===== config.mk =====
export PLATFORM = sky130hd
export DESIGN_NAME = instruction_fetch
export DESIGN_NICKNAME = d
export VERILOG_FILES = /design/src/rtl/instruction_fetch.sv
export SDC_FILE = /design/constraint.sdc
export NUM_CORES = 1
export LEC_CHECK = 0
export ABC_AREA = 1
export BUFFER_PORTS_ARGS = -buffer_cell sky130_fd_sc_hd__buf_2
export CORE_ASPECT_RATIO = 0.5
export CORE_MARGIN = 5
export CORE_UTILIZATION = 50
export CTS_CLUSTER_DIAMETER = 120
export DETAILED_ROUTE_END_ITERATION = 10
export PLACE_DENSITY = 0.84
export SETUP_SLACK_MARGIN = 0.05
export SLEW_MARGIN = 20
export SYNTH_ARGS = -nofsm -noshare
export SYNTH_HDL_FRONTEND = slang
export SYNTH_SLANG_ARGS = --single-unit
export TNS_END_PERCENT = 100

===== constraint.sdc =====
create_clock -name enable -period 2.05 [get_ports enable]
set_input_delay 0 -clock enable [delete_from_list [all_inputs] [get_ports enable]]
set_output_delay 0 -clock enable [all_outputs]
set_load 0.05 [all_outputs]

===== src/rtl/instruction_fetch.sv =====
// Instruction fetch stage: a three-state FSM (IDLE, FETCH, HOLD) that owns
// the PC, issues reads to instruction memory, and presents the fetched word
// with its PC+1 to the IF/ID latch.
//
// Ports:
//   enable        - clock; all state updates on its rising edge
//   reset         - asynchronous, active-high reset
//   PC_write      - 0 stalls the stage (hazard unit), 1 lets it advance
//   branch_taken  - branch redirect request (highest priority)
//   branch_target - branch destination
//   jump          - jump redirect request
//   jump_target   - jump destination
//   imem_req      - instruction memory read request
//   imem_addr     - instruction memory address
//   imem_rdata    - instruction memory read data
//   imem_ready    - imem_rdata is valid for imem_addr this cycle
//   pc_out        - current PC
//   instruc_out   - fetched word for the IF/ID latch
//   PC_plus_1_out - address of the fetched word plus 1
//   fetch_valid   - instruc_out / PC_plus_1_out hold a real instruction
module instruction_fetch #(
  parameter int unsigned PC_WIDTH = 10,
  parameter logic [31:0] NOP_WORD = 32'h0000_0000
) (
  input  logic                enable,
  input  logic                reset,
  input  logic                PC_write,
  input  logic                branch_taken,
  input  logic [PC_WIDTH-1:0] branch_target,
  input  logic                jump,
  input  logic [PC_WIDTH-1:0] jump_target,
  output logic                imem_req,
  output logic [PC_WIDTH-1:0] imem_addr,
  input  logic [31:0]         imem_rdata,
  input  logic                imem_ready,
  output logic [PC_WIDTH-1:0] pc_out,
  output logic [31:0]         instruc_out,
  output logic [PC_WIDTH-1:0] PC_plus_1_out,
  output logic                fetch_valid
);

  typedef enum logic [1:0] {
    StIdle  = 2'd0,
    StFetch = 2'd1,
    StHold  = 2'd2
  } state_e;

  localparam logic [PC_WIDTH-1:0] PcOne = {{(PC_WIDTH-1){1'b0}}, 1'b1};

  state_e              state_q, state_d;
  logic [PC_WIDTH-1:0] pc_q, pc_d;
  logic [31:0]         instr_q, instr_d;
  logic [PC_WIDTH-1:0] pc_plus_1_q, pc_plus_1_d;
  logic                valid_q, valid_d;

  logic                redirect;
  logic [PC_WIDTH-1:0] redirect_target;
  logic [PC_WIDTH-1:0] pc_inc;

  assign redirect        = branch_taken | jump;
  assign redirect_target = branch_taken ? branch_target : jump_target;
  // Wraps modulo 2^PC_WIDTH by construction.
  assign pc_inc          = pc_q + PcOne;

  always_comb begin
    state_d     = state_q;
    pc_d        = pc_q;
    instr_d     = instr_q;
    pc_plus_1_d = pc_plus_1_q;
    valid_d     = valid_q;

    if (redirect) begin
      // Redirect wins in every state and over a stall; any data returned
      // this cycle belongs to the wrong path and is dropped.
      pc_d    = redirect_target;
      instr_d = NOP_WORD;
      valid_d = 1'b0;
      state_d = StFetch;
    end else begin
      unique case (state_q)
        StIdle: begin
          state_d = StFetch;
        end
        StFetch: begin
          if (imem_ready) begin
            instr_d     = imem_rdata;
            pc_plus_1_d = pc_inc;
            valid_d     = 1'b1;
            if (PC_write) begin
              pc_d = pc_inc;
            end else begin
              // Word is captured but the PC waits until the stall lifts.
              state_d = StHold;
            end
          end else if (PC_write) begin
            // Wait state: emit a bubble, keep re-requesting the same PC.
            instr_d = NOP_WORD;
            valid_d = 1'b0;
          end
        end
        StHold: begin
          if (PC_write) begin
            pc_d    = pc_inc;
            state_d = StFetch;
          end
        end
        default: begin
          state_d = StIdle;
        end
      endcase
    end
  end

  always_ff @(posedge enable or posedge reset) begin
    if (reset) begin
      state_q     <= StIdle;
      pc_q        <= '0;
      instr_q     <= NOP_WORD;
      pc_plus_1_q <= '0;
      valid_q     <= 1'b0;
    end else begin
      state_q     <= state_d;
      pc_q        <= pc_d;
      instr_q     <= instr_d;
      pc_plus_1_q <= pc_plus_1_d;
      valid_q     <= valid_d;
    end
  end

  assign imem_req      = (state_q == StFetch);
  assign imem_addr     = pc_q;
  assign pc_out        = pc_q;
  assign instruc_out   = instr_q;
  assign PC_plus_1_out = pc_plus_1_q;
  assign fetch_valid   = valid_q;

endmodule


==> impl_metrics.tcl, run 1 <==
set metrics [dict create \
    yosysWarnings 0 \
    post_synth_inst_count 344 \
    wl_per_cell_um 13.0 \
    p_per_area_nw_per_um2 847 \
    dieHeight_um 61.8 \
    cts_num_sinks 55 \
    htree_levels 2 \
    hold_ws_ns 0.0494 \
    dr.max_layer_used "met4" \
    crit_top_cell "nand2_1" \
    ys_ff_latch 55 \
    cp_max_fo 19 \
    ant_nets 0 \
    hpwl_mm 5.09 \
    final_util 0.734 \
    cp_slowest_stage_delay_ns 0.39 \
    worst_slew_pin_slew_ns 0.637 \
    die_area_um2 7020 \
    rows 18 \
    r2r_cells 6 \
    setup_viol_count_final 0 \
    cp.required_ns 2.30 \
    synth-async-reset-ratio 1.00 \
    critPathKind "reg2reg" \
    synth_edf_count 0 \
    synthTopCellsByArea "dfrtp_1, nand2_1, nand3_1" \
    worstSkewPairLatency_ns 0.30 \
    status "completed" \
    fmax_ghz 0.665 \
    fillers 399 \
    cts-root-buf "clkbuf_8" \
    area.sequential_um2 1380 \
    viasPerCell 4.79 \
    relSlewSlack 0.575 \
    initial_core_util 0.530 \
    fp.dieW_um 114 \
    hold_violations 0 \
    grt_overflow 0 \
    yosysUniqueCellTypes 26 \
    cts_inserted_buffers 5 \
    portBuffers 121 \
    cts_tree "yes" \
    path_cells "inv_1, nand2_1, nor3_4, buf_4, nand3_1, nand2_1" \
    firstDrtPassIters 4 \
    crit_arrival_ns 1.75 \
    fin_skew_ns 0.00546 \
    wl_met1_mm 3.10 \
    grt_max_degree 34 \
    cp-end-kind "register" \
    grt_pass1_wl_mm 11.4 \
    syn_avg_cell_area_um2 7.80 \
    finalCritPeriodShare 0.733 \
    cp.depth 6 \
    drt-total-wl_mm 7.26 \
    post-route-drc-count 0 \
    dr_wl_met2_mm 3.56 \
    yosysMostFrequentCell "nand2_1" \
    final.setup.tns_ns 0 \
    synthFlopType "dfrtp_1" \
    num_io_pins 122 \
    cts_buffer_depth 2 \
    synth_nets 403 \
    gr-usage-all-layers 0.207 \
    synth_common_cells "nand2_1, dfrtp_1, nand3_1" \
    cp_slowest_cell "dfrtp_1" \
    areaGrowthSynthToFinish_pct 38.6 \
    synth_area_um2 2680 \
    power.ir.vdd_worst_uv 419 \
    rsz0062_at_grt "no" \
    diodes 0 \
    p_leak_uw 0.00218 \
    hold_depth 5 \
    multi_input_area_um2 1070 \
    core-area_um2 5070 \
    maxCapViolCount 0 \
    nNetsFinal 547 \
    dr_wl_met3_um 403 \
    worst-path-buf-inv 2 \
    startpoint_type "register" \
    place.gp.congestion 0.824 \
    min_period_ns 1.50 \
    cts_setup_buffers 0 \
    drt_iter0_markers 151 \
    drive_gt1_frac 0.294 \
    hold_path_class "in2reg" \
    synth_top_area_cell "dfrtp_1" \
    grt_pass1_vias 2480 \
    slew_violations 0 \
    netlist.area_leader.share 0.513 \
    antenna_found_initial 0 \
    vias 2678 \
    cts.clk_slew.worst_paths_ns 0.09 \
    critical-path-top-delay-family "simple AND/OR/NAND/NOR gates" \
    ys_seq_area_frac 0.513 \
]
[routing by layer]
layer / up-vias / track usage
met5: - / 0
met4: 0 / 0.0856
met3: 19 / 0.0377
met2: 88 / 0.368
met1: 1212 / 0.260
li1: 1359 / -
[worst reg2reg max path: stages, from the launching register on]
cell     delay, ns
dfrtp_1       0.39
inv_1         0.07
nand2_1       0.13
nor3_4        0.38
buf_4         0.30
nand3_1       0.11
nand2_1       0.06
[flip-flops by register name, indices dropped and copies added, names as in the netlist]
signal	cells
imem_addr	10
fetch_valid	1
state_q	2
instruc_out	32
PC_plus_1_out	10
[what timing repair did]
action	CTS	global route
hold buffers	34	0
resized for setup	0	0
endpoints found under the hold margin	58	0
[cells in the final DEF (no fill, tap or decap)]
| cell | n |
|---|---|
| inv_2 | 4 |
| o21ai_0 | 9 |
| nand3b_1 | 1 |
| or2_2 | 1 |
| ha_1 | 1 |
| nor2_2 | 1 |
| clkbuf_8 | 6 |
| o21ai_1 | 1 |
| nor2_1 | 16 |
| nor2_4 | 1 |
| clkinv_2 | 1 |
| a31oi_1 | 1 |
| dlygate4sd3_1 | 34 |
| o21a_1 | 3 |
| clkinv_1 | 1 |
| nand2_1 | 159 |
| nand3_1 | 38 |
| inv_1 | 17 |
| a21oi_1 | 4 |
| buf_12 | 1 |
| buf_4 | 3 |
| bufinv_16 | 1 |
| xnor2_1 | 1 |
| nand4_1 | 2 |
| dfrtp_1 | 55 |
| o22ai_1 | 1 |
| o211ai_1 | 1 |
| o21ai_2 | 3 |
| nor3_4 | 1 |
| buf_2 | 121 |
[stage by stage]
stage / setup slack [ns] / total power, uW / cell area, um^2 / instances
4_1_cts: 0.539 / 3170 / 3720 / 559
5_1_grt: 0.348 / 3310 / 3720 / 559
6_report: 0.547 / 3150 / 3720 / 559
3_5_place_dp: 0.507 / 2390 / 3260 / 517
3_3_place_gp: 0.538 / 2370 / 3260 / 517
2_1_floorplan: 0.422 / 2140 / 2680 / 344
[report_power, final]
| group | total [uW] | switching (uW) | internal, uW | leakage, uW |
|---|---|---|---|---|
| clock | 737 | 342 | 396 | 0.0000612 |
| sequential | 1300 | 99.5 | 1200 | 0.000718 |
| combinational | 1120 | 826 | 293 | 0.00140 |
| total | 3150 | 1270 | 1880 | 0.00218 |
[layout make-up]
cell class | instances | area share
Timing Repair Buffer | 159 | 0.266
Inverter | 22 | 0.0222
Clock inverter | 2 | 0.00942
Sequential cell | 55 | 0.370
Multi-Input combinational cell | 245 | 0.287
Clock buffer | 6 | 0.0222
Tap cell | 70 | 0.0235
[cell families (layout without fill, tap and decap cells)]
| kind of cell | after synthesis | in the layout | synth area share |
|---|---|---|---|
| adder cells (fa/ha/maj) | 1 | 1 | 0.00466 |
| XOR/XNOR | 1 | 1 | 0.00326 |
| flip-flops | 55 | 55 | 0.513 |
| AO/OA/AOI/OAI | 23 | 23 | 0.0518 |
| buffers and inverters | 44 | 189 | 0.0895 |
| AND/OR/NAND/NOR | 220 | 220 | 0.338 |
[final timing paths]
check                                  from                to  slack, ns
max                              state_q[1]  PC_plus_1_out[9]       0.55
min                        branch_target[8]      imem_addr[8]       0.05
max reg2reg                      state_q[1]  PC_plus_1_out[9]       0.55
min reg2reg                  instruc_out[0]    instruc_out[0]       0.48
max in group asynchronous             reset   instruc_out[28]       1.20
min in group asynchronous             reset   instruc_out[18]       0.31
(Power assumes the default switching activity.)
==> run 2: changes to the inputs <==
Settings changed: CORE_UTILIZATION 50 to 42, PLACE_DENSITY 0.84 to 0.76.
Clock period 2.05 ns to 1.2 ns, I/O delays scaled along.
==> impl_metrics.tcl, run 2 (synthesis results as in run 1) <==
set metrics [dict create \
    cp-end-kind "register" \
    firstDrtPassIters 4 \
    portBuffers 121 \
    htree_levels 2 \
    post-route-drc-count 0 \
    cts.clk_slew.worst_paths_ns 0.07 \
    p_per_area_nw_per_um2 1370 \
    final.setup.tns_ns -0.185 \
    grt_pass1_wl_mm 12.5 \
    postLayoutCellArea_um2 4340 \
    worstReg2RegStart "state_q[1]" \
    stdcell_count 602 \
    cts_num_sinks 55 \
    cts-root-buf "clkbuf_16" \
    viasPerCell 4.78 \
    initial_core_util 0.438 \
    timing.rr.end "PC_plus_1_out[3]" \
    drt_iter0_markers 152 \
    antenna_found_initial 0 \
    rsz0062_at_grt "yes" \
    place.gp.congestion 0.835 \
    maxCapViolCount 0 \
    finalCritPeriodShare 1.04 \
    critPathKind "reg2reg" \
    hold_path_class "in2reg" \
    fp.dieW_um 123 \
    fin_skew_ns 0.00261 \
    startpoint_type "register" \
    hold_violations 0 \
    drive_gt1_frac 0.438 \
    dieHeight_um 66.5 \
    core-area_um2 6130 \
    fillers 494 \
    largest_reg_flops 32 \
    post-place-ws_ns -0.0913 \
    post_dp_cell_area_um2 3490 \
    cts_inserted_buffers 5 \
    layout_common_cells "nand2_1, buf_2, dfrtp_1" \
    p_total_uw 5930 \
    cts_buffer_depth 2 \
    grt_overflow 0 \
    num_io_pins 122 \
    wl_per_cell_um 13.6 \
    final_common_cell "nand2_1" \
    setup_viol_count_final 9 \
    die_area_um2 8190 \
    fin_ws_ns -0.0433 \
    drt-total-wl_mm 8.21 \
    p_leak_uw 0.00238 \
    cp.required_ns 1.38 \
    crit_arrival_ns 1.42 \
    vias 2879 \
    worstSkewPairLatency_ns 0.28 \
    areaGrowthSynthToFinish_pct 61.8 \
    fmax_ghz 0.804 \
    slew_violations 0 \
    rrSetupSlack_ns -0.04 \
    grt_pass1_vias 2757 \
    r2r_cells 7 \
    area.sequential_um2 1400 \
    hpwl_mm 5.37 \
    rows 20 \
    violations "setup timing" \
    gr-usage-all-layers 0.193 \
    hold_depth 5 \
    relSlewSlack 0.740 \
    cts_tree "yes" \
    hold_end "imem_addr[1]" \
    worst_slew_pin_slew_ns 0.389 \
    nNetsFinal 572 \
    multi_input_area_um2 1270 \
    dp_cells 552 \
    min_period_ns 1.24 \
    cp_max_fo 7 \
    min_from "jump_target[1]" \
    ant_nets 0 \
    diodes 0 \
    grt_max_degree 34 \
    status "finished, violations left" \
    power.ir.vdd_worst_uv 768 \
]
[run 2: worst max-delay path by stage]
stage	from	to	slack, ns	cells past startpoint
2_1_floorplan	imem_addr[0]	imem_addr[6]	-0.1	9
3_3_place_gp	state_q[1]	PC_plus_1_out[3]	-0.08	6
3_5_place_dp	state_q[1]	PC_plus_1_out[3]	-0.09	6
4_1_cts	imem_addr[0]	imem_addr[6]	-0.05	9
5_1_grt	state_q[1]	PC_plus_1_out[3]	-0.11	7
6_report	state_q[1]	PC_plus_1_out[3]	-0.04	7
[run 2: routing by layer]
layer | vias to the layer above | GRT usage | wire length [um]
li1 | 1412 | - | -
met3 | 12 | 0.0356 | 393
met2 | 82 | 0.371 | 4310
met5 | - | 0 | 0
met1 | 1373 | 0.227 | 3360
met4 | 0 | 0.0359 | 150
[run 2: area by class of cell]
cell class,instances,area share
inverter,22,0.0265
clock inverter,3,0.00576
timing repair buffer,184,0.300
multi-input combinational,245,0.292
clock buffer,5,0.0288
tap,88,0.0254
sequential,55,0.321
[run 2: where the power goes]
part           switching (uW)  internal, uW  total, uW
Sequential                175          2060       2240
Clock                     674           782       1460
Combinational            1520           721       2240
[run 2: repair_timing]
action                     CTS  global route
hold buffers                33             1
setup buffers                4             3
pin swaps                   11            27
gates cloned                 1             1
resized for setup           31            51
hold endpoints to repair    46             1
setup endpoints to repair   59            60
[run 2: per-stage QoR]
step                      hold slack (ns)   util
after floorplan                    0.0740      -
after global placement             0.0168  0.570
after detailed placement           0.0244  0.570
after CTS                         0.00433  0.667
after global routing               0.0894  0.708
final                              0.0519  0.708
[run 2: worst max-delay path: stages (launching register included)]
cell and delay [ns]:
dfrtp_1 0.39, inv_2 0.08, nand2_4 0.07, nor3_4 0.15, buf_6 0.18, buf_6 0.12
nand3_2 0.05, o21a_1 0.09
==> run 3: changes to the inputs <==
Settings changed: CORE_UTILIZATION 42 to 47, PLACE_DENSITY 0.76 to 0.8.
Clock period 1.2 ns to 1.35 ns, I/O delays scaled along.
==> impl_metrics.tcl, run 3 (synthesis results as in run 1) <==
set metrics [dict create \
    hold_violations 0 \
    cp.required_ns 1.52 \
    final.setup.tns_ns 0 \
    areaGrowthSynthToFinish_pct 52.6 \
    ant_nets 0 \
    status "completed" \
    cp-end-kind "register" \
    diodes 0 \
    die_area_um2 7410 \
    htree_levels 2 \
    fillers 421 \
    power.ir.vdd_worst_uv 726 \
    startpoint_type "register" \
    initial_core_util 0.487 \
    cts.clk_slew.worst_paths_ns 0.07 \
    critPathKind "reg2reg" \
    cts_buffer_depth 2 \
    relSlewSlack 0.784 \
    p_per_area_nw_per_um2 1320 \
    grt_pass1_wl_mm 12.7 \
    hold_path_class "in2reg" \
    num_io_pins 122 \
    fp.dieW_um 117 \
    largest_reg_flops 32 \
    grt_max_degree 56 \
    grt_overflow 0 \
    post-route-drc-count 0 \
    crit_arrival_ns 1.49 \
    vias 2895 \
    antenna_found_initial 0 \
    setup_viol_count_final 0 \
    maxCapViolCount 0 \
    nNetsFinal 567 \
    grt_pass1_vias 2664 \
    drt_iter0_markers 237 \
    cts-root-buf "clkbuf_16" \
    fin_skew_ns 0.00398 \
    cts_tree "yes" \
    place.gp.congestion 0.881 \
    core-area_um2 5520 \
    drive_gt1_frac 0.395 \
    p_leak_uw 0.00232 \
    portBuffers 121 \
    fmax_ghz 0.754 \
    finalCritPeriodShare 0.982 \
    final_common_cell "nand2_1" \
    firstDrtPassIters 4 \
    dieHeight_um 63.4 \
    min_period_ns 1.33 \
    final_util 0.743 \
    viasPerCell 4.97 \
    layout_common_cells "nand2_1, buf_2, dfrtp_1" \
    rows 19 \
    cts_num_sinks 55 \
    cts_inserted_buffers 5 \
    hpwl_mm 5.11 \
    wl_per_cell_um 14.6 \
    cp_max_fo 9 \
    slew_violations 0 \
    worstSkewPairLatency_ns 0.29 \
    drt-total-wl_mm 8.51 \
    rsz0062_at_grt "yes" \
    gr-usage-all-layers 0.213 \
    worst_slew_pin_slew_ns 0.320 \
]
-- run 3: final timing paths --
path / startpoint / endpoint / slack [ns] / cells after the start
min in group asynchronous: reset / instruc_out[27] / 0.34 / 4
max in group asynchronous: reset / imem_addr[0] / 0.73 / 4
max reg2reg: state_q[0] / imem_addr[5] / 0.02 / 8
min: PC_write / state_q[0] / 0.04 / 3
max: state_q[0] / imem_addr[5] / 0.02 / 8
min reg2reg: instruc_out[20] / instruc_out[20] / 0.47 / 2
-- run 3: final cells by class --
| cell class | instances | area [um^2] | share of cell area |
|---|---|---|---|
| sequential | 55 | 1390 | 0.339 |
| multi-input combinational | 245 | 1190 | 0.290 |
| timing repair buffer | 179 | 1160 | 0.282 |
| clock buffer | 6 | 139 | 0.0339 |
| inverter | 22 | 97.6 | 0.0238 |
| tap | 73 | 91.3 | 0.0223 |
| clock inverter | 2 | 35.0 | 0.00855 |
-- run 3: per-layer routing --
metal	routed length, um	track usage	vias up	part of all wire
li1	-	-	1398	-
met1	3300	0.265	1352	0.39
met2	4450	0.377	120	0.52
met3	524	0.0344	25	0.062
met4	237	0.0658	0	0.028
met5	0	0	-	0
-- run 3: per-stage QoR --
stage / setup WS (ns) / power [uW] / hold WS (ns) / area [um^2] / std cells
detailed placement: -0.0174 / 3700 / 0.0978 / 3360 / 528
floorplan: 0.0225 / 3280 / 0.0739 / 2720 / 344
finish: 0.0242 / 5420 / 0.0384 / 4100 / 582
global route: -0.0472 / 5660 / 0.0848 / 4100 / 582
CTS: 0.0422 / 5280 / 0.0252 / 3900 / 571
global placement: 0.0479 / 3680 / 0.0952 / 3360 / 528
-- run 3: repair_timing --
item / in CTS / in global routing
gates resized for setup: 4 / 35
pin swaps: 0 / 14
hold endpoints to repair: 87 / 0
hold buffers: 33 / 0
buffers inserted: 2 / 11
endpoints found under the setup margin: 39 / 51
-- run 3: report_power, final --
group | switching, uW | internal, uW | leakage [uW] | total (uW)
registers | 158 | 1830 | 0.000709 | 1990
clock network | 576 | 923 | 0.0000868 | 1500
logic | 1370 | 560 | 0.00152 | 1930
-- run 3: worst max-delay path, cell delays in order (launching register included) --
cell     delay [ns]
dfrtp_1        0.44
inv_2          0.06
nand2_1        0.08
nand3_1        0.10
nand2_2        0.14
buf_4          0.18
nor2_2         0.05
nand2_1        0.07
o21ai_1        0.08
